### src/rtl/req_arbiter_rr.sv
// req_arbiter_rr: shares one downstream resource between N requesters.
// A grant goes to exactly one requester at a time. Fixed mode picks the lowest
// active index. Round-robin mode starts its search just after the last winner.
// A grant is held until the owner asserts done, drops its request, or the
// optional hold timeout expires. Every grant is followed by one IDLE cycle.
//
// Ports:
//   clk          rising-edge clock
//   rst_n        asynchronous active-low reset
//   req_i        request vector, bit i = requester i
//   done_i       current owner releases the resource (ignored in IDLE)
//   mode_i       0 = fixed priority, 1 = round robin (sampled at arbitration)
//   gnt_o        one-hot grant, zero when there is no owner
//   gnt_idx_o    binary index of the owner; holds its last value when idle
//   gnt_valid_o  high while a grant is held
//   timeout_o    one-cycle pulse when a grant is revoked by the hold timeout
module req_arbiter_rr #(
  parameter int unsigned N        = 8,
  parameter int unsigned IDXW     = 3,
  parameter int unsigned MAX_HOLD = 16,
  parameter int unsigned CNTW     = 5
) (
  input  logic            clk,
  input  logic            rst_n,
  input  logic [N-1:0]    req_i,
  input  logic            done_i,
  input  logic            mode_i,
  output logic [N-1:0]    gnt_o,
  output logic [IDXW-1:0] gnt_idx_o,
  output logic            gnt_valid_o,
  output logic            timeout_o
);

  typedef enum logic [0:0] {StIdle, StGrant} state_e;

  state_e          state_q, state_d;
  logic [IDXW-1:0] gnt_idx_q, gnt_idx_d;
  logic [IDXW-1:0] last_idx_q, last_idx_d;
  logic [CNTW-1:0] hold_cnt_q, hold_cnt_d;
  logic            timeout_q, timeout_d;

  logic [IDXW-1:0] win_idx;
  logic            win_found;
  int unsigned     cand;

  logic            rel_done, rel_drop, rel_to;

  // Winner search. Round robin walks last_idx+1 .. last_idx with wrap, so a
  // lone request from last_idx is found last and regranted.
  always_comb begin
    win_idx   = '0;
    win_found = 1'b0;
    cand      = 0;
    for (int i = 0; i < int'(N); i++) begin
      if (mode_i) begin
        cand = (32'(last_idx_q) + 32'(i) + 32'd1) % N;
      end else begin
        cand = 32'(i);
      end
      if (!win_found && req_i[IDXW'(cand)]) begin
        win_found = 1'b1;
        win_idx   = IDXW'(cand);
      end
    end
  end

  always_comb begin
    rel_done = done_i;
    rel_drop = !req_i[gnt_idx_q];
    rel_to   = (MAX_HOLD != 0) && (hold_cnt_q == CNTW'(MAX_HOLD - 1));
  end

  always_comb begin
    state_d    = state_q;
    gnt_idx_d  = gnt_idx_q;
    last_idx_d = last_idx_q;
    hold_cnt_d = hold_cnt_q;
    timeout_d  = 1'b0;
    unique case (state_q)
      StIdle: begin
        if (win_found) begin
          state_d    = StGrant;
          gnt_idx_d  = win_idx;
          last_idx_d = win_idx;
          hold_cnt_d = '0;
        end
      end
      StGrant: begin
        if (rel_done || rel_drop || rel_to) begin
          state_d    = StIdle;
          hold_cnt_d = '0;
          // The pulse flags only a revocation the owner did not ask for.
          timeout_d  = rel_to && !rel_done && !rel_drop;
        end else if (MAX_HOLD == 0) begin
          if (hold_cnt_q != '1) hold_cnt_d = hold_cnt_q + 1'b1;
        end else if (hold_cnt_q < CNTW'(MAX_HOLD - 1)) begin
          hold_cnt_d = hold_cnt_q + 1'b1;
        end
      end
      default: state_d = StIdle;
    endcase
  end

  always_ff @(posedge clk or negedge rst_n) begin
    if (!rst_n) begin
      state_q    <= StIdle;
      gnt_idx_q  <= '0;
      last_idx_q <= IDXW'(N - 1);
      hold_cnt_q <= '0;
      timeout_q  <= 1'b0;
    end else begin
      state_q    <= state_d;
      gnt_idx_q  <= gnt_idx_d;
      last_idx_q <= last_idx_d;
      hold_cnt_q <= hold_cnt_d;
      timeout_q  <= timeout_d;
    end
  end

  // Outputs come straight from registers, so an async reset clears them at once.
  always_comb begin
    gnt_valid_o         = (state_q == StGrant);
    gnt_o               = '0;
    gnt_o[gnt_idx_q]    = gnt_valid_o;
    gnt_idx_o           = gnt_idx_q;
    timeout_o           = timeout_q;
  end

endmodule

### config.mk
export PLATFORM = sky130hd
export DESIGN_NAME = req_arbiter_rr
export DESIGN_NICKNAME = d
export VERILOG_FILES = /design/src/rtl/req_arbiter_rr.sv
export SDC_FILE = /design/constraint.sdc
export NUM_CORES = 1
export LEC_CHECK = 0
export CAP_MARGIN = 40
export CORE_UTILIZATION = 50
export DETAILED_ROUTE_END_ITERATION = 6
export GPL_TIMING_DRIVEN = 1
export PLACE_DENSITY_LB_ADDON = 0.3
export SLEW_MARGIN = 20
export SYNTH_ARGS = -nofsm -noshare
export SYNTH_HDL_FRONTEND = slang
export SYNTH_SLANG_ARGS = --single-unit
### constraint.sdc
create_clock -name clk -period 6.4 [get_ports clk]
set_input_delay 0.64 -clock clk [delete_from_list [all_inputs] [get_ports clk]]
set_output_delay 0.64 -clock clk [all_outputs]
set_load 0.05 [all_outputs]
# Word level (Yosys, flattened, before mapping)
# Index checks and enable logic that the tools add are counted.
[op_classes]
addsub = 15
magnitude_cmp = 11
n_eq_ne = 3
muxes = 53
bitwise = 2
n_reduce_logical = 23
[ops]
columns = ["operator", "n"]
rows = [
  ["two-way mux 3 bit", 16],
  ["less-than comparator 3 x 4 -> 1 bit (second input constant)", 9],
  ["binary-select mux 1 bit (select 3 bit)", 9],
  ["adder 3 x 1 -> 3 bit (second input constant)", 8],
  ["two-way mux 1 bit", 22],
  ["two-way mux 5 bit", 3],
  ["adder 3 bit (second input constant)", 4],
  ["logical AND 1 bit", 10],
  ["case mux 5 bit (2 select lines)", 1],
  ["zero test 1 bit", 9],
  ["bitwise AND 8 bit", 1],
  ["adder 3 x 2 -> 3 bit (second input constant)", 2],
  ["adder 5 x 1 -> 5 bit (second input constant)", 1],
  ["equality test 5 x 4 -> 1 bit (second input constant)", 1],
  ["less-than comparator 5 x 4 -> 1 bit (second input constant)", 1],
  ["AND reduction 2 bit", 2],
  ["demux 1 bit (select 3 bit)", 1],
  [">= comparator 3 x 1 -> 1 bit (second input constant)", 1],
  ["inequality test 3 x 1 -> 1 bit (second input constant)", 1],
  ["logical OR 1 bit", 2],
  ["inequality test 2 bit (second input constant)", 1],
  ["case mux 1 bit (2 select lines)", 1],
  ["inverter 1 bit", 1],
]
[word_totals]
ff_bits = 13
inputBits = 12
word_cells = 112

# Depth between registers and ports, before layout
[depth]
depth_word = 28
depth_mapped = 12
ltp_nobuf = 10

# Worst setup path before layout
# No wires, ideal clock.
[synth_timing]
path_type = "register -> register"
startpoint = "register last_idx_q[0]"
endpoint = "register gnt_idx_q[0] (netlist: gnt_idx_o[0])"
setup_ps = 123
t_arrival_ps = 2650
t_required_ps = 6277
slack_ps = 3626
stages_incl_launch_ff = 12
synth_period_minus_slack_ps = 2774
path_cell_list = "dfstp_2 buf_6 inv_2 ha_1 or2b_1 a21oi_1 nor3_1 a21oi_1 a21bo_1 a221o_1 a21o_1 a21boi_1"
[synth_between]
elab_chain_len = 27
word_cells_on_any_way = 69
cone_classes = "add/sub: 14; mux: 40; reduce/logical: 15"
[synth_rtl]
columns = ["element", "line_no", "source"]
rows = [
  ["start: declaration", "38", "logic [IDXW-1:0] last_idx_q, last_idx_d;"],
  ["start signal: assignment", "108", "last_idx_q <= IDXW'(N - 1);"],
  ["start signal: assignment", "114", "last_idx_q <= last_idx_d;"],
  ["parallel branches: the longest is 27 deep, another holds adder 3 x 1 -> 3 bit", "n/a", ""],
  ["end signal: assignment", "113", "gnt_idx_q <= gnt_idx_d;"],
  ["end: declaration", "37", "logic [IDXW-1:0] gnt_idx_q, gnt_idx_d;"],
]
# Parallel ways; which one is timed is not known. The select of a mux whose other input is x is not followed.
# A chain may end at the register's enable or synchronous reset.

# Worst setup path in the final report
[layout_timing]
startpoint = "input port mode_i"
endpoint = "register hold_cnt_q[3]"
[layout_between]
elab_chain_len = 27
word_cells_on_any_way = 48
cone_classes = "eq/ne: 1; mux: 32; reduce/logical: 15"
[layout_rtl]
columns = ["element", "line_no", "source"]
rows = [
  ["start: declaration", "27", "input logic mode_i,"],
  ["two-way mux 3 bit", "55", "if (mode_i) begin"],
  ["binary-select mux 1 bit (select 3 bit)", "60", "if (!win_found && req_i[IDXW'(cand)]) begin"],
  ["two-way mux 1 bit (not written as such)", "60", ""],
  ["two-way mux 1 bit", "60", ""],
  ["zero test 1 bit", "60", ""],
  ["logical AND 1 bit", "60", ""],
  ["two-way mux 1 bit", "60", ""],
  ["zero test 1 bit", "60", ""],
  ["[... 11 more ...]", "n/a", ""],
  ["zero test 1 bit", "60", ""],
  ["logical AND 1 bit", "60", ""],
  ["two-way mux 1 bit", "60", ""],
  ["zero test 1 bit", "60", ""],
  ["logical AND 1 bit", "60", ""],
  ["two-way mux 1 bit (*)", "60", ""],
  ["inequality test 2 bit (no line) (*)", "n/a", ""],
  ["AND reduction 2 bit (no line) (*)", "n/a", ""],
  ["end signal: assignment", "115", "hold_cnt_q <= hold_cnt_d;"],
  ["end: declaration", "39", "logic [CNTW-1:0] hold_cnt_q, hold_cnt_d;"],
]
# Every way passes the cells marked *; elsewhere a longest branch is shown, timed or not. The select of a mux whose other input is x is not followed.

==> results by group <==
Timing
  – Final hold slack: 0.5190 ns
  – Worst slew pin tran: 0.6828 ns
  – Setup violators final: 0
  – Rel. slew slack: 54.34%
  – Setup TNS: 0 ns
  – RSZ-0062 raised after global routing: no
  – Max-slew violations: 0
  – Fin crit share: 57.70%
  – Peak Freq: 270.8 MHz
  – Max Clock Skew: 0.001268 ns
  – Final hold violation count: 0
  – Fin crit period: 3.693 ns

CTS
  – Root buf cell: clkbuf_8
  – Clock sink total: 13
  – H-tree depth: 1
  – # Post-CTS Setup Buffers: 0
  – TritonCTS clock tree: yes
  – CTS Hold Bufs: 0
  – CTS Buffer Depth: 2
  – PostCTS Resize Cnt: 0
  – TritonCTS Buffers: 3
  – Clock transition at path regs: 0.05 ns
  – Worst-Skew Late Latency: 0.24 ns

Setup path
  – Critical Setup Path Class: in2reg
  – R2R cell count: 10
  – Startpoint Class: primary input
  – Critical path fanouts, max: 21
  – CP Data Arrival Time: 3.82 ns
  – Crit end category: flip-flop
  – Data required, critical path: 6.52 ns
  – Flop2flop setup slack: 2.95 ns
  – Terminus of the critical flop-to-flop path: hold_cnt_q[3]
  – RR Startpoint: last_idx_q[0]
  – Crit path launch: mode_i
  – Critical Path End: hold_cnt_q[3]

Global route
  – Largest net degree at the start of global routing: 22
  – Vias in the first global route: 1,684
  – Grt total ovfl: 0
  – GRT Overall Usage: 25.61%
  – First-pass GRT wire length: 8148 um
  – Initial antenna violation count: 0

Routing
  – Number of DRC markers in iteration 0: 190
  – DRC Markers: 0
  – Vias per inst: 6.223
  – DR vias: 1,786
  – DRT antenna net count: 0
  – First-pass detailed-route iteration total: 4
  – Total length of routed wires: 4790 um
  – Post-DR wirelength/cell: 16.69 um

Power
  – Overall power: 0.0009858 W
  – Worst VDD drop: 220.4 uV
  – PwrDens: 469.5 nW/um^2
  – Leakage: 0.8958 nW

Place
  – HPWL Detailed: 3789 um
  – GP Congestion: 0.9787
  – Port-buffer cells: 24

Synthesis
  – Synth unique cells: 67
  – Post-synthesis sequential area ratio: 17.57%
  – Post-Syn Nets: 241
  – Yosys warns: 0
  – Compound-Gate Fraction of Synth Area: 28.26%
  – Post-synthesis mux area share: 14.23%
  – Syn Inst Count: 224
  – Synthesized flop and latch total: 13
  – Top FF cell, synth: dfrtp_1
  – Post-synthesis adder-cell area fraction: 3.340%
  – Main combinational cell family by area after synthesis: compound AO/OA/AOI/OAI gates
  – Number of enable flip-flop cells after synthesis: 0
  – Post-Synth XOR/XNOR Area: 2.672%
  – Simple-Gate Fraction of Synth Area: 26.32%
  – Syn Area/Cell: 8.362 um^2
  – Mapped Area: 1873 um^2
  – Fraction of registers with async set/reset: 100.0%

Layout
  – Share of layout cells above drive strength 1: 13.69%
  – # diodes: 0
  – Final #Nets: 259
  – Commonest non-fill, non-tap cell in the layout: nand2_1
  – Layout area overhead: 12.09%
  – Final core utilization: 60.53%
  – Commonest non-fill, non-tap cells in the layout: nand2_1 (33), clkdlybuf4s50_1 (24), a21oi_1 (13)

Floorplanning
  – Die area: 3995 um^2
  – IO Count: 25
  – Die width: 63.21 um
  – FP Rows: 21
  – Placeable Area: 3468 um^2
  – Die height: 63.21 um
  – Initial Utilization: 54.00%

Worst hold path
  – Min-Delay Path Class: reg2reg

Status
  – Status: finished clean

Run
  – Max-cap violation count: 0
[metal layers]
layer,routed length [um],track usage [%]
met5,0,0
met1,2256,36.55
met3,295,3.986
met4,42,5.682
met2,2196,40.46
[flip-flops by register name, summed over array words and instances (netlist names)]
signal,flops
last_idx_q,3
gnt_idx_o,3
hold_cnt_q,5
gnt_valid_o,1
timeout_o,1
[Yosys cell counts (2+ instances only)]
| library cell | number | area share (%) |
|---|---|---|
| o22ai_1 | 3 | 1.0 |
| a22o_1 | 3 | 1.4 |
| a21oi_1 | 13 | 3.5 |
| o21a_1 | 3 | 1.2 |
| clkbuf_1 | 2 | 0.40 |
| buf_6 | 6 | 3.6 |
| ha_1 | 5 | 3.3 |
| a211oi_1 | 4 | 1.6 |
| dfstp_2 | 3 | 4.2 |
| nor3_1 | 7 | 1.9 |
| nand2b_1 | 8 | 2.7 |
| o21ai_0 | 10 | 2.7 |
| nor3b_1 | 3 | 1.2 |
| clkbuf_8 | 3 | 2.2 |
| and2_1 | 4 | 1.3 |
| mux2_2 | 4 | 2.4 |
| inv_1 | 6 | 1.2 |
| a21o_1 | 4 | 1.6 |
| nand2_1 | 33 | 6.6 |
| nor2_1 | 11 | 2.2 |
| a211oi_2 | 2 | 1.3 |
| dfrtp_1 | 10 | 13 |
| a221o_1 | 2 | 1.1 |
| mux2i_2 | 3 | 2.2 |
| xor2_1 | 2 | 0.94 |
| a31oi_1 | 4 | 1.3 |
| o221ai_1 | 2 | 0.94 |
| mux4_2 | 3 | 3.6 |
| a21boi_0 | 3 | 1.2 |
| nand3_1 | 4 | 1.1 |
| mux2_1 | 2 | 1.2 |
| mux2i_1 | 9 | 4.8 |
| o22a_1 | 2 | 0.94 |
| a21boi_1 | 3 | 1.2 |
| nor2b_1 | 5 | 1.7 |
| nor3_2 | 2 | 1.1 |
[power breakdown]
group	total (W)	switching, W	internal [W]
combinational	0.000736	0.000435	0.000301
clock	0.0000698	0.0000261	0.0000437
sequential	0.000180	0.0000659	0.000114
total	0.000986	0.000527	0.000459
[how the worst min path moves through the flow]
| stage | startpoint | endpoint | slack, ns | depth (start not counted) |
|---|---|---|---|---|
| after floorplan | rst_n | gnt_idx_o[0] | 0.34 | 0 |
| after global placement | hold_cnt_q[2] | hold_cnt_q[2] | 0.50 | 1 |
| after detailed placement | hold_cnt_q[4] | hold_cnt_q[4] | 0.50 | 1 |
| after CTS | hold_cnt_q[3] | hold_cnt_q[3] | 0.52 | 1 |
| after global routing | hold_cnt_q[4] | hold_cnt_q[4] | 0.53 | 1 |
| final | hold_cnt_q[4] | hold_cnt_q[4] | 0.52 | 1 |
[kinds of logic (layout without fill, tap and decap cells)]
kind of cell               count (synthesis)  in the layout
xor gates and xnor gates                   4              4
DFF                                       13             13
AOI/OAI and AO/OA                         72             72
muxes                                     21             21
adders and majority gates                  5              5
and+or+nand+nor                           91             91
buffers and inverters                     18             35
[critical path, stage by stage]
cell and delay, ns:
clkdlybuf4s50_1 0.91, nand2_1 0.50, a211oi_2 0.40, nor3_1 0.16, a211oi_2 0.33, nand4_1 0.18, nor4_2 0.41, nor3_1 0.09
o22a_1 0.19
[metrics by stage]
step / std cells / cell area, um^2 / setup WS [ns]
floorplan: 224 / 1873 / 3.626
global placement: 283 / 2054 / 2.669
detailed placement: 283 / 2054 / 2.570
CTS: 287 / 2100 / 2.796
global route: 287 / 2100 / 2.429
finish: 287 / 2100 / 2.707
[area by class of cell]
type                            count  area (um^2)
Fill cell                         333         1369
Inverter                            7        26.28
Multi-Input combinational cell    193         1401
Clock buffer                        4        45.04
Tap cell                           46        57.56
Timing Repair Buffer               24        240.2
Sequential cell                    13        329.1
Power figures use the tool's default switching activity.
